## src/rtl/pkg_uart.sv

```systemverilog
// rtl/pkg_uart.sv - shared constants and FSM state type for the UART transmitter
package pkg_uart;

   localparam int DATA_BITS = 8;
   localparam logic LINE_IDLE = 1'b1;

   typedef enum logic [2:0] {
      ST_IDLE,
      ST_START,
      ST_DATA,
      ST_PARITY,
      ST_STOP
   } state_e;

endpackage

```

## src/rtl/uart_fifo.sv

```systemverilog
// rtl/uart_fifo.sv - byte FIFO with wrap-bit pointers and a dropped-write pulse
module uart_fifo
   import pkg_uart::*;
#(
   parameter int DEPTH = 4
) (
   input  logic                 clk,
   input  logic                 rst,
   input  logic [DATA_BITS-1:0] wr_data,
   input  logic                 wr_en,
   input  logic                 rd_en,
   output logic [DATA_BITS-1:0] rd_data,
   output logic                 full,
   output logic                 empty,
   output logic                 overflow
);

   localparam int AW = $clog2(DEPTH);
   localparam int PW = AW + 1;

   logic [PW-1:0]        wr_ptr_q, wr_ptr_d;
   logic [PW-1:0]        rd_ptr_q, rd_ptr_d;
   logic                 overflow_q, overflow_d;
   logic [DATA_BITS-1:0] mem_q [DEPTH];
   logic                 wr_ok;
   logic                 rd_ok;

   // full/empty come straight from registered pointers, so a write in the
   // same cycle as a pop still sees the old full flag and is rejected.
   assign empty = (wr_ptr_q == rd_ptr_q);
   assign full  = (wr_ptr_q[AW-1:0] == rd_ptr_q[AW-1:0]) &&
                  (wr_ptr_q[AW] != rd_ptr_q[AW]);

   assign wr_ok = wr_en && !full;
   assign rd_ok = rd_en && !empty;

   always_comb begin
      wr_ptr_d   = wr_ptr_q;
      rd_ptr_d   = rd_ptr_q;
      overflow_d = wr_en && full;
      if (wr_ok) wr_ptr_d = wr_ptr_q + PW'(1);
      if (rd_ok) rd_ptr_d = rd_ptr_q + PW'(1);
   end

   always_ff @(posedge clk or posedge rst) begin
      if (rst) begin
         wr_ptr_q   <= '0;
         rd_ptr_q   <= '0;
         overflow_q <= 1'b0;
      end else begin
         wr_ptr_q   <= wr_ptr_d;
         rd_ptr_q   <= rd_ptr_d;
         overflow_q <= overflow_d;
      end
   end

   always_ff @(posedge clk) begin
      if (wr_ok) mem_q[wr_ptr_q[AW-1:0]] <= wr_data;
   end

   assign rd_data  = mem_q[rd_ptr_q[AW-1:0]];
   assign overflow = overflow_q;

endmodule

```

## src/rtl/uart_tx_fifo.sv

```systemverilog
// rtl/uart_tx_fifo.sv - FIFO-buffered 8-bit UART transmitter with optional even parity
module uart_tx_fifo
   import pkg_uart::*;
#(
   parameter int BAUDRATE  = 434,
   parameter int DEPTH     = 4,
   parameter int PARITY_EN = 1
) (
   input  logic                 clk,
   input  logic                 rst,
   input  logic [DATA_BITS-1:0] data_in,
   input  logic                 wr_en,
   output logic                 full,
   output logic                 empty,
   output logic                 overflow,
   output logic                 busy,
   output logic                 tx
);

   localparam int CW = (BAUDRATE > 1) ? $clog2(BAUDRATE) : 1;
   localparam int BW = $clog2(DATA_BITS);

   state_e               state_q, state_d;
   logic [CW-1:0]        baud_q, baud_d;
   logic [BW-1:0]        bit_q, bit_d;
   logic [DATA_BITS-1:0] shift_q, shift_d;
   logic                 tx_q, tx_d;
   logic                 pop;
   logic                 last;
   logic [DATA_BITS-1:0] head;

   uart_fifo #(
      .DEPTH(DEPTH)
   ) u_fifo (
      .clk      (clk),
      .rst      (rst),
      .wr_data  (data_in),
      .wr_en    (wr_en),
      .rd_en    (pop),
      .rd_data  (head),
      .full     (full),
      .empty    (empty),
      .overflow (overflow)
   );

   assign last = (baud_q == CW'(BAUDRATE - 1));

   always_comb begin
      state_d = state_q;
      baud_d  = baud_q + CW'(1);
      bit_d   = bit_q;
      shift_d = shift_q;
      pop     = 1'b0;
      unique case (state_q)
         ST_IDLE: begin
            baud_d = '0;
            if (!empty) begin
               pop     = 1'b1;
               shift_d = head;
               state_d = ST_START;
            end
         end
         ST_START: begin
            if (last) begin
               baud_d  = '0;
               bit_d   = '0;
               state_d = ST_DATA;
            end
         end
         ST_DATA: begin
            if (last) begin
               baud_d = '0;
               if (bit_q == BW'(DATA_BITS - 1)) begin
                  bit_d   = '0;
                  state_d = (PARITY_EN != 0) ? ST_PARITY : ST_STOP;
               end else begin
                  bit_d = bit_q + BW'(1);
               end
            end
         end
         ST_PARITY: begin
            if (last) begin
               baud_d  = '0;
               state_d = ST_STOP;
            end
         end
         ST_STOP: begin
            if (last) begin
               baud_d = '0;
               if (!empty) begin
                  pop     = 1'b1;
                  shift_d = head;
                  state_d = ST_START;
               end else begin
                  state_d = ST_IDLE;
               end
            end
         end
         default: state_d = ST_IDLE;
      endcase
   end

   // Line level is decoded from the next state so tx moves on the same
   // edge as the state register instead of lagging a cycle behind it.
   always_comb begin
      tx_d = LINE_IDLE;
      unique case (state_d)
         ST_IDLE:   tx_d = LINE_IDLE;
         ST_START:  tx_d = 1'b0;
         ST_DATA:   tx_d = shift_d[bit_d];
         ST_PARITY: tx_d = ^shift_d;
         ST_STOP:   tx_d = LINE_IDLE;
         default:   tx_d = LINE_IDLE;
      endcase
   end

   always_ff @(posedge clk or posedge rst) begin
      if (rst) begin
         state_q <= ST_IDLE;
         baud_q  <= '0;
         bit_q   <= '0;
         shift_q <= '0;
         tx_q    <= LINE_IDLE;
      end else begin
         state_q <= state_d;
         baud_q  <= baud_d;
         bit_q   <= bit_d;
         shift_q <= shift_d;
         tx_q    <= tx_d;
      end
   end

   assign busy = (state_q != ST_IDLE);
   assign tx   = tx_q;

endmodule

```

## config.mk

```make
export PLATFORM = sky130hd
export DESIGN_NAME = uart_tx_fifo
export DESIGN_NICKNAME = d
export VERILOG_FILES = /design/src/rtl/pkg_uart.sv /design/src/rtl/uart_fifo.sv /design/src/rtl/uart_tx_fifo.sv
export SDC_FILE = /design/constraint.sdc
export NUM_CORES = 1
export LEC_CHECK = 0
export BUFFER_PORTS_ARGS = -buffer_cell sky130_fd_sc_hd__buf_2
export CAP_MARGIN = 20
export CORE_MARGIN = 2
export CORE_UTILIZATION = 55
export DETAILED_ROUTE_END_ITERATION = 7
export HOLD_SLACK_MARGIN = 0.02
export PLACE_DENSITY = 0.83
export SYNTH_ARGS = -nofsm -noshare
export SYNTH_HDL_FRONTEND = slang
export SYNTH_SLANG_ARGS = --single-unit
export TNS_END_PERCENT = 5
```

## constraint.sdc

```tcl
create_clock -name clk -period 5 [get_ports clk]
set_input_delay 0.5 -clock clk [delete_from_list [all_inputs] [get_ports clk]]
set_output_delay 0.5 -clock clk [all_outputs]
set_load 0.03 [all_outputs]
```

==> results of run 1 <==
==> layout make-up <==
cell class              instances  area [um^2]
fillers                       376         1880
clock inverters                 7         73.8
clock buffers                   9          124
inverters                      14         52.6
well taps                      70         87.6
multi-input cells             117         1070
repair buffers                 16         82.6
flip-flops and latches         63         1740
==> stage by stage <==
stage,std cells,hold WS (ps)
final,296,127
after global routing,296,166
after CTS,296,130
after detailed placement,280,482
after global placement,280,476
after floorplan,200,461
==> cell families after synthesis <==
| group | count (synthesis) | share of synthesized area [%] |
|---|---|---|
| buffers and inverters | 20 | 3.27 |
| XOR/XNOR | 22 | 7.15 |
| AO/OA/AOI/OAI | 13 | 3.83 |
| multiplexers | 22 | 12.9 |
| AND/OR/NAND/NOR | 50 | 8.79 |
| flip-flops | 63 | 59.8 |
| adder cells (fa/ha/maj) | 10 | 4.22 |
==> sequential cells by signal, summed over array words and instances (netlist names) <==
register / flops
bit_q: 3
u_fifo.mem_q: 32
state_q: 3
shift_q: 8
tx: 1
baud_q: 9
u_fifo.overflow: 1
u_fifo.rd_ptr_q: 3
u_fifo.wr_ptr_q: 3
==> worst min-delay path by stage <==
stage / to / slack (ps) / cells past startpoint
5_1_grt: shift_q[4] / 170 / 2
4_1_cts: u_fifo.rd_ptr_q[2] / 130 / 2
2_1_floorplan: baud_q[0] / 460 / 1
3_5_place_dp: u_fifo.wr_ptr_q[2] / 480 / 1
6_report: u_fifo.rd_ptr_q[2] / 130 / 2
3_3_place_gp: u_fifo.wr_ptr_q[2] / 480 / 1
==> power breakdown <==
| group | total, mW | internal (mW) | leakage (nW) | switching, mW |
|---|---|---|---|---|
| logic | 0.301 | 0.141 | 0.553 | 0.160 |
| registers | 0.725 | 0.656 | 0.680 | 0.0688 |
| clock network | 0.431 | 0.229 | 0.0891 | 0.201 |
| total | 1.46 | 1.03 | 1.32 | 0.430 |
==> placed cells by master, fill, tap and decap left out, drive strengths merged, types with 4 or more instances in the layout <==
cell type	n
mux2i	12
clkbuf	9
mux4	8
dfrtp	30
xnor2	16
edfxtp	32
nand3	5
nand2	11
xor2	6
and2	5
inv	14
buf	16
o21ai	4
nor2	21
ha	9
==> metal layers <==
layer	vias up	GRT usage (%)	part of all wire, %	wire length, um
li1	758	-	-	-
met1	785	22.5	45	1980
met2	20	27.6	50	2180
met3	8	4.35	2.7	117
met4	0	10.4	2.2	95
met5	-	0	0	0
==> results.md, run 1 <==
* Iteration-0 DRC Markers at 102
* EDFF count, synth at 32
* CTS H-tree depth at 3
* Post-synth top cells: edfxtp_1, dfrtp_1, nor2_1
* Post-CTS Hold Buffers at 0
* Maximum VDD drop at 0.296 mV
* Stages on the worst setup path at 8
* WP buf/inv at 0
* Tmin final at 2540 ps
* Die X at 76.7 um
* Routed Wire Length at between 4 and 5 mm
* Avg Cell Area, Syn at 14.5 um^2
* Yosys warning count at 0
* Final WS setup at 2460 ps
* Reg clk slew, reported paths at 70 ps
* Pleak at about 1.3 nW
* GRT Total Usage at 17.7%
* Slew at the pin closest to its max-slew limit at 529 ps
* Drt drc at 0
* Final GP Congestion at 0.737
* Yosys cell types at 38
* CP required at 5260 ps
* Die footprint at 5880 um^2
* Most used cell, CP: mux2i_1
* Antenna violations before repair at 0
* Core area at ~5100 um^2
* Num CTS Buffers at 9
* Synth top area share at 33.1%
* CTS root buffer: clkbuf_8
* Top-count cell post-synth: edfxtp_1
* CP max stage delay at 680 ps
* Final setup violation count at 0
* Crit path to: tx
* Worst Hold Class: primary input to asynchronous set/reset pin
* Wire length per cell at 14.8 um
* Slew Limit Fails at 0
* Total clock sinks at 63
* Ys async rst share at 49.2%
* Max Cap Viol at 0
* Cts repair resizes at 0
* Dominant cell type by area after synthesis: edfxtp_1
* First-pass GRT wire length at 7.89 mm
* Period utilization at 50.9%
* Setup Buffers After CTS at 0
* Vias in the first global route at 1646
* Die H at around 77 um
* Final hold violations at 0
* Worst slew margin at 64.8%
* FF+latch count, synth at 63
* Power per cell area at 451 nW/um^2
* Vias per cell at 5.31
* Syn Nets at 220
* Pin count of the biggest net entering global routing at 22
* Share of cells above drive strength 1 at 22.1%
* Crit Path Max Fanout at 11
* CP max-delay cell: dfrtp_1
* Design Power at between 1 and 1.5 mW
* Initial Utilization at 56.9%
* Buffers on Ports at 15
* Setup TNS at 0 ps
* Critical Path Start: u_fifo.rd_ptr_q[0]
* FP Rows at 26
* CP endpoint kind: flop
* Synth top area cells: edfxtp_1, dfrtp_1, mux4_1
* RSZ-0062 raised after global routing: false
* Max Root-Sink Buffers at 2
* Grt total ovfl at 0
* Mapped Area at about 2900 um^2
* Design Area, Final at 3230 um^2
* Post-DP Area at 3030 um^2
* Worst slack, placed at 2450 ps
* Post-Syn Instances at 200
* Crit path kind: flop to flop
* Clock Skew at 4.87 ps
* Fin util at 63.3%
* CP startpoint kind: flop
* CTS tree: yes
* Hpwl dp at 3.09 mm
* Inserted Diodes at 0
* Outcome: finished, final reports clean
* Cells along the critical path: xnor2_1 > and3_4 > nand3b_4 > mux2i_1 > mux2i_1 > mux2_2 > a221oi_2 > o21ai_1
* First-pass DRT Iterations at 4
* Area Overhead vs Synth at 11.2%
* Final nets at 241
* Vias at 1571
* FF-to-FF Start: u_fifo.rd_ptr_q[0]
* Antenna viol nets, final at 0
* Critical path's top delay family: multiplexers
* Reg-to-reg setup timing slack at 2460 ps
* CP arrival at 2800 ps
* I/O Pins at 16
* Clock latency on the worst-skew pair at approximately 340 ps
* FF-to-FF End: tx
* Prevailing post-synth register cell: edfxtp_1
* Reg2reg path depth at 8
* Seq/Total Area, Yosys at 59.8%
* Max Fclk at approximately 390 MHz
Power figures use the tool's default switching activity.
==> run 2, diff against run 1 <==
--- a/config.mk
+++ b/config.mk
@@ -5,13 +5,14 @@
 export SDC_FILE = /design/constraint.sdc
 export NUM_CORES = 1
 export LEC_CHECK = 0
+export ABC_AREA = 1
 export BUFFER_PORTS_ARGS = -buffer_cell sky130_fd_sc_hd__buf_2
 export CAP_MARGIN = 20
 export CORE_MARGIN = 2
 export CORE_UTILIZATION = 55
 export DETAILED_ROUTE_END_ITERATION = 7
 export HOLD_SLACK_MARGIN = 0.02
-export PLACE_DENSITY = 0.83
+export PLACE_DENSITY = 0.86
 export SYNTH_ARGS = -nofsm -noshare
 export SYNTH_HDL_FRONTEND = slang
 export SYNTH_SLANG_ARGS = --single-unit
==> constraint.sdc (replaced) <==
create_clock -name clk -period 2.1 [get_ports clk]
set_input_delay 0.21 -clock clk [delete_from_list [all_inputs] [get_ports clk]]
set_output_delay 0.21 -clock clk [all_outputs]
set_load 0.03 [all_outputs]
==> run 2 against run 1 <==
Effect of this change: utilization grew 2.1 points; final area grew 18%; via count grew 65%.
==> results.md, run 2 <==
* Outcome: finished, final reports clean (unchanged)
* CP endpoint kind: flop (unchanged)
* First-pass GRT wire length at 10.5 mm (was 7.89 mm)
* Post-DP Area at 3500 um^2 (was 3030 um^2)
* Ys async rst share at 49.2% (unchanged)
* Final setup violation count at 0 (unchanged)
* Hpwl dp at 4.25 mm (was 3.09 mm)
* Worst Hold Class: primary input to flop (was primary input to asynchronous set/reset pin)
* Pleak at 1.86 nW (was 1.32 nW)
* Routed Wire Length at 6.35 mm (was 4.37 mm)
* Buffers on Ports at 15 (unchanged)
* Antenna viol nets, final at 0 (unchanged)
* CP arrival at 2210 ps (was 2800 ps)
* Post-synth top cells: nand2_1, inv_1, nor2_1 (was edfxtp_1, dfrtp_1, nor2_1)
* FP Rows at 28 (was 26)
* Vias per cell at 5.13 (was 5.31)
* Final WS setup at 180 ps (was 2460 ps)
* Yosys cell types at 30 (was 38)
* Maximum VDD drop at 0.799 mV (was 0.296 mV)
* Area Overhead vs Synth at 16.5% (was 11.2%)
* Max Root-Sink Buffers at 2 (unchanged)
* CP startpoint kind: flop (unchanged)
* Max Cap Viol at 0 (unchanged)
* Tmin final at 1920 ps (was 2540 ps)
* First-pass DRT Iterations at 4 (unchanged)
* FF+latch count, synth at 63 (unchanged)
* Power per cell area at 829 nW/um^2 (was 451 nW/um^2)
* Core area at 5850 um^2 (was 5110 um^2)
* Vias at 2600 (was 1571)
* CP required at 2390 ps (was 5260 ps)
* Num CTS Buffers at 9 (unchanged)
* Final nets at 447 (was 241)
* Top-count cell post-synth: nand2_1 (was edfxtp_1)
* Yosys warning count at 0 (unchanged)
* CTS H-tree depth at 3 (unchanged)
* Crit path kind: flop to flop (unchanged)
* Antenna violations before repair at 0 (unchanged)
* CP max-delay cell: dfrtp_1 (unchanged)
* GRT Total Usage at 21.3% (was 17.7%)
* Wire length per cell at 12.5 um (was 14.8 um)
* Avg Cell Area, Syn at 8.46 um^2 (was 14.5 um^2)
* Slew at the pin closest to its max-slew limit at 399 ps (was 529 ps)
* Initial Utilization at 56.1% (was 56.9%)
* Cells along the critical path: inv_1 > ha_1 > nand2_1 > nor2_2 > nand2_2 > nand2_4 > buf_6 > nand4_1 > nand2_2 > nand2_2 > nand2_2 > inv_2 > nand2_1 > nand2_1 > nand2_1 > nand3_1 > nand2_1 (was xnor2_1 > and3_4 > nand3b_4 > mux2i_1 > mux2i_1 > mux2_2 > a221oi_2 > o21ai_1)
* Slew Limit Fails at 0 (unchanged)
* Crit Path Max Fanout at 9 (was 11)
* Syn Nets at 408 (was 220)
* CTS tree: yes (unchanged)
* Final cell count without fillers at 507 (was 296)
* Synth top area cells: edfxtp_1, dfrtp_1, nand2_1 (was edfxtp_1, dfrtp_1, mux4_1)
* Drt drc at 0 (unchanged)
* Worst slack, placed at 27.6 ps (was 2450 ps)
* Total clock sinks at 63 (unchanged)
* Grt total ovfl at 0 (unchanged)
* Setup TNS at 0 ps (unchanged)
* Placed cell count at 484 (was 280)
* Final GP Congestion at 0.879 (was 0.737)
* CP max stage delay at 390 ps (was 680 ps)
* Commonest non-fill, non-tap cell in the layout: nand2_1 (was edfxtp_1)
* Dominant cell type by area after synthesis: edfxtp_1 (unchanged)
* Prevailing post-synth register cell: edfxtp_1 (unchanged)
* Post-Syn Instances at 388 (was 200)
* Die X at 81.3 um (was 76.7 um)
* CTS root buffer: clkbuf_8 (unchanged)
* EDFF count, synth at 32 (unchanged)
* Pin count of the biggest net entering global routing at 32 (was 22)
* Clock latency on the worst-skew pair at 350 ps (was 340 ps)
* Inserted Diodes at 0 (unchanged)
* I/O Pins at 16 (unchanged)
* Vias in the first global route at 2481 (was 1646)
* Most frequent cells in the layout: nand2_1, inv_1, nor2_1, edfxtp_1, nand3_1 (was edfxtp_1, dfrtp_1, nor2_1, buf_2)
* Most used cell, CP: nand2_1 (was mux2i_1)
* Die H at 81.3 um (was 76.7 um)
* Design Area, Final at 3830 um^2 (was 3230 um^2)
* Synth top area share at 29.3% (was 33.1%)
* Clock Skew at 10.6 ps (was 4.87 ps)
* Die footprint at 6600 um^2 (was 5880 um^2)
* Seq/Total Area, Yosys at 52.9% (was 59.8%)
* WHS at 74.4 ps (was 127 ps)
* Max reg flops at 32 (unchanged)
* Iteration-0 DRC Markers at 186 (was 102)
* Worst slew margin at 73.4% (was 64.8%)
* Max Fclk at 521 MHz (was 393 MHz)
* Share of cells above drive strength 1 at 21.5% (was 22.1%)
* Reg clk slew, reported paths at 80 ps (was 70 ps)
* Mapped Area at 3280 um^2 (was 2910 um^2)
* Period utilization at 91.5% (was 50.9%)
* Final hold violations at 0 (unchanged)
[run 2: changes by cell type after synthesis, sizes merged, moves of 6 or more]
| cell | delta |
|---|---|
| nand2 | +116 |
| xnor2 | -16 |
| a21oi | +12 |
| nand4 | +7 |
| mux2i | -12 |
| nor2 | +21 |
| inv | +49 |
| nand3 | +28 |
| mux4 | -8 |
| nor3 | +6 |
[run 2: cell type report]
class / instances / area (um^2)
clock buffer: 10 / 128
clock inverter: 6 / 95.1
fill: 440 / 2020
inverter: 63 / 236
multi-input combinational: 254 / 1280
sequential: 63 / 1740
tap: 75 / 93.8
timing repair buffer: 36 / 251
[run 2: final timing paths]
path / slack (ps) / from / to / depth (start not counted)
worst max-delay path: 180 / baud_q[1] / tx / 17
worst min-delay path: 70 / data_in[3] / u_fifo.mem_q[3][3] / 1
worst max register to register: 180 / baud_q[1] / tx / 17
worst min register to register: 500 / baud_q[0] / baud_q[0] / 1
max in group asynchronous: 1270 / rst / tx / 4
min in group asynchronous: 500 / rst / baud_q[1] / 4
[run 2: per-layer routing]
layer,global-route usage (%),share of wire (%),up-vias
li1,-,-,1306
met1,24.0,41,1218
met2,36.9,53,57
met3,5.44,4.1,19
met4,11.2,2.1,0
met5,0,0,-
[run 2: kinds of logic after synthesis]
kind of cell | share of synthesized area, %
AOI/OAI and AO/OA | 3.62
xor gates and xnor gates | 1.07
adders and majority gates | 3.43
buffers and inverters | 8.84
DFF | 52.9
and+or+nand+nor | 30.1
[run 2: critical path, delay by kind of cell, from the launching register on]
| kind | cells | cell delay [ps] |
|---|---|---|
| flip-flops | 1 | 390 |
| buffers and inverters | 3 | 210 |
| adder cells (fa/ha/maj) | 1 | 160 |
| AND/OR/NAND/NOR | 13 | 1110 |
[run 2: through the flow]
| stage | util (%) | power, mW |
|---|---|---|
| after floorplan | - | 1.86 |
| after global placement | 59.9 | 2.01 |
| after detailed placement | 59.9 | 2.03 |
| after CTS | 63.9 | 3.19 |
| after global routing | 65.4 | 3.32 |
| final | 65.4 | 3.17 |
[run 2: timing repair]
action | in CTS | in global routing
setup endpoints to repair | 0 | 1
buffers inserted | 0 | 6
endpoints found under the hold margin | 30 | 0
hold buffers | 1 | 0
resized for setup | 0 | 10
[run 2: report_power, final]
part	total, mW	internal [mW]	switching [mW]
clock	1.15	0.676	0.477
combinational	0.490	0.160	0.330
sequential	1.53	1.47	0.0598
total	3.17	2.30	0.866
==> run 3, diff against run 2 <==
--- a/config.mk
+++ b/config.mk
@@ -5,14 +5,13 @@
 export SDC_FILE = /design/constraint.sdc
 export NUM_CORES = 1
 export LEC_CHECK = 0
-export ABC_AREA = 1
 export BUFFER_PORTS_ARGS = -buffer_cell sky130_fd_sc_hd__buf_2
 export CAP_MARGIN = 20
 export CORE_MARGIN = 2
 export CORE_UTILIZATION = 55
 export DETAILED_ROUTE_END_ITERATION = 7
 export HOLD_SLACK_MARGIN = 0.02
-export PLACE_DENSITY = 0.86
+export PLACE_DENSITY = 0.83
 export SYNTH_ARGS = -nofsm -noshare
 export SYNTH_HDL_FRONTEND = slang
 export SYNTH_SLANG_ARGS = --single-unit
==> constraint.sdc (replaced) <==
create_clock -name clk -period 2.4 [get_ports clk]
set_input_delay 0.24 -clock clk [delete_from_list [all_inputs] [get_ports clk]]
set_output_delay 0.24 -clock clk [all_outputs]
set_load 0.03 [all_outputs]
==> run 3 against run 2 <==
Effect of this change: worst setup slack worse by 120 ps; first-iteration DRC count is 30% lower; via count is 38% lower; non-clock buffer count is 9 lower; combinational power is 58% higher; sequential share of layout area is 4.7 points higher; worst hold slack better by 36 ps; routed wire length is 26% lower; critical path depth is 9 lower; critical path type unchanged.
==> results.md, run 3 (synthesis results as in run 1) <==
* Core area at 5110 um^2 (was 5850 um^2)
* Worst slew margin at 60.2% (was 73.4%)
* Buffers on Ports at 15 (unchanged)
* Area of the multi-input gates at 1210 um^2 (was 1280 um^2)
* Design Area, Final at 3470 um^2 (was 3830 um^2)
* CP endpoint kind: flop (unchanged)
* Max Fclk at 428 MHz (was 521 MHz)
* Drt drc at 0 (unchanged)
* Die X at 76.7 um (was 81.3 um)
* Inserted Diodes at 0 (unchanged)
* Reg clk slew, reported paths at 70 ps (was 80 ps)
* Final hold violations at 0 (unchanged)
* Share of cells above drive strength 1 at 27.7% (was 21.5%)
* CP startpoint kind: flop (unchanged)
* Final GP Congestion at 0.761 (was 0.879)
* CP required at 2670 ps (was 2390 ps)
* Reg-to-reg setup timing slack at 60 ps (was 180 ps)
* Slew at the pin closest to its max-slew limit at 596 ps (was 399 ps)
* Worst Hold Class: primary input to flop (unchanged)
* Outcome: finished, final reports clean (unchanged)
* Total clock sinks at 63 (unchanged)
* Vias at 1625 (was 2600)
* Slew Limit Fails at 0 (unchanged)
* Routed Wire Length at 4.72 mm (was 6.35 mm)
* GRT Total Usage at 18.1% (was 21.3%)
* Area Overhead vs Synth at 19.5% (was 16.5%)
* Most frequent cells in the layout: edfxtp_1, dfrtp_1, nor2_1, buf_2 (was nand2_1, inv_1, nor2_1, edfxtp_1, nand3_1)
* Grt total ovfl at 0 (unchanged)
* Iteration-0 DRC Markers at 131 (was 186)
* Die footprint at 5880 um^2 (was 6600 um^2)
* Die H at 76.7 um (was 81.3 um)
* Antenna violations before repair at 0 (unchanged)
* Fin util at 68.0% (was 65.4%)
* Max reg flops at 32 (unchanged)
* WHS at 110 ps (was 74.4 ps)
* Final setup violation count at 0 (unchanged)
* FP Rows at 26 (was 28)
* Period utilization at 97.3% (was 91.5%)
* Crit path kind: flop to flop (unchanged)
* CTS H-tree depth at 3 (unchanged)
* Hpwl dp at 3.01 mm (was 4.25 mm)
* Crit Path Max Fanout at 5 (was 9)
* Maximum VDD drop at 0.722 mV (was 0.799 mV)
* Power per cell area at 939 nW/um^2 (was 829 nW/um^2)
* Pin count of the biggest net entering global routing at 18 (was 32)
* CP arrival at 2600 ps (was 2210 ps)
* Initial Utilization at 56.9% (was 56.1%)
* Antenna viol nets, final at 0 (unchanged)
* Max Root-Sink Buffers at 2 (unchanged)
* Vias in the first global route at 1655 (was 2481)
* First-pass GRT wire length at 8.11 mm (was 10.5 mm)
* I/O Pins at 16 (unchanged)
* Vias per cell at 5.28 (was 5.13)
* Clock latency on the worst-skew pair at 350 ps (about the same)
* Max Cap Viol at 0 (unchanged)
* Num CTS Buffers at 9 (unchanged)
* Pleak at 1.41 nW (was 1.86 nW)
* CTS tree: yes (unchanged)
* Commonest non-fill, non-tap cell in the layout: edfxtp_1 (was nand2_1)
* Clock Skew at 13.2 ps (was 10.6 ps)
* Filler cells at 327 (was 440)
* CTS root buffer: clkbuf_8 (unchanged)
* Post-DP Area at 3060 um^2 (was 3500 um^2)
* Register area at 1740 um^2 (about the same)
* Wire length per cell at 15.3 um (was 12.5 um)
* Final nets at 253 (was 447)
* RSZ-0062 raised after global routing: true
* First-pass DRT Iterations at 4 (unchanged)
* Tmin final at 2340 ps (was 1920 ps)
run 3: area by class of cell:
type,instances,area share (%)
multi-input cells,118,35.0
clock buffers,9,3.57
inverters,14,1.51
well taps,70,2.52
flip-flops and latches,63,50.1
clock inverters,7,2.52
repair buffers,27,4.83
run 3: through the flow:
stage | std cells | worst slack [ps] | TNS, ps | total power, mW
global placement | 283 | -14.9 | -14.9 | 2.15
CTS | 305 | 40.2 | 0 | 3.22
floorplan | 200 | 88.7 | 0 | 2.01
global route | 308 | -45.3 | -45.3 | 3.44
finish | 308 | 63.7 | 0 | 3.26
detailed placement | 283 | -70.4 | -70.4 | 2.18
run 3: critical path: stages, from the launching register on:
cell and delay (ps):
dfrtp_1 410, nand4b_1 340, o21ai_4 310, nand3b_4 240
mux2i_4 280, mux2i_1 110, mux2_4 280, a221oi_2 200
o21ai_1 90
run 3: power breakdown:
part	internal, mW	total [mW]	switching (mW)
logic	0.377	0.776	0.399
registers	1.37	1.50	0.132
clock network	0.575	0.985	0.410
run 3: repair_timing:
action | CTS | global route
pin swaps | 2 | 2
setup endpoints to repair | 1 | 1
endpoints found under the hold margin | 13 | 0
hold buffers | 1 | 0
gates cloned | 1 | 0
buffers inserted | 4 | 3
gates resized for setup | 12 | 7
run 3: worst paths after layout:
kind | end | cells past startpoint | from
max | tx | 8 | baud_q[2]
min | u_fifo.mem_q[3][4] | 1 | data_in[4]
max reg2reg | tx | 8 | baud_q[2]
min reg2reg | u_fifo.wr_ptr_q[2] | 1 | u_fifo.wr_ptr_q[2]
max in group asynchronous | baud_q[0] | 4 | rst
min in group asynchronous | u_fifo.rd_ptr_q[0] | 3 | rst
run 3: layer usage:
metal  GRT usage [%]  routed length [um]  up-vias
met5               0                   0        -
li1                -                   -      782
met4            8.55                  46        0
met1            22.7                2040      801
met2            28.8                2400       33
met3            5.65                 230        9
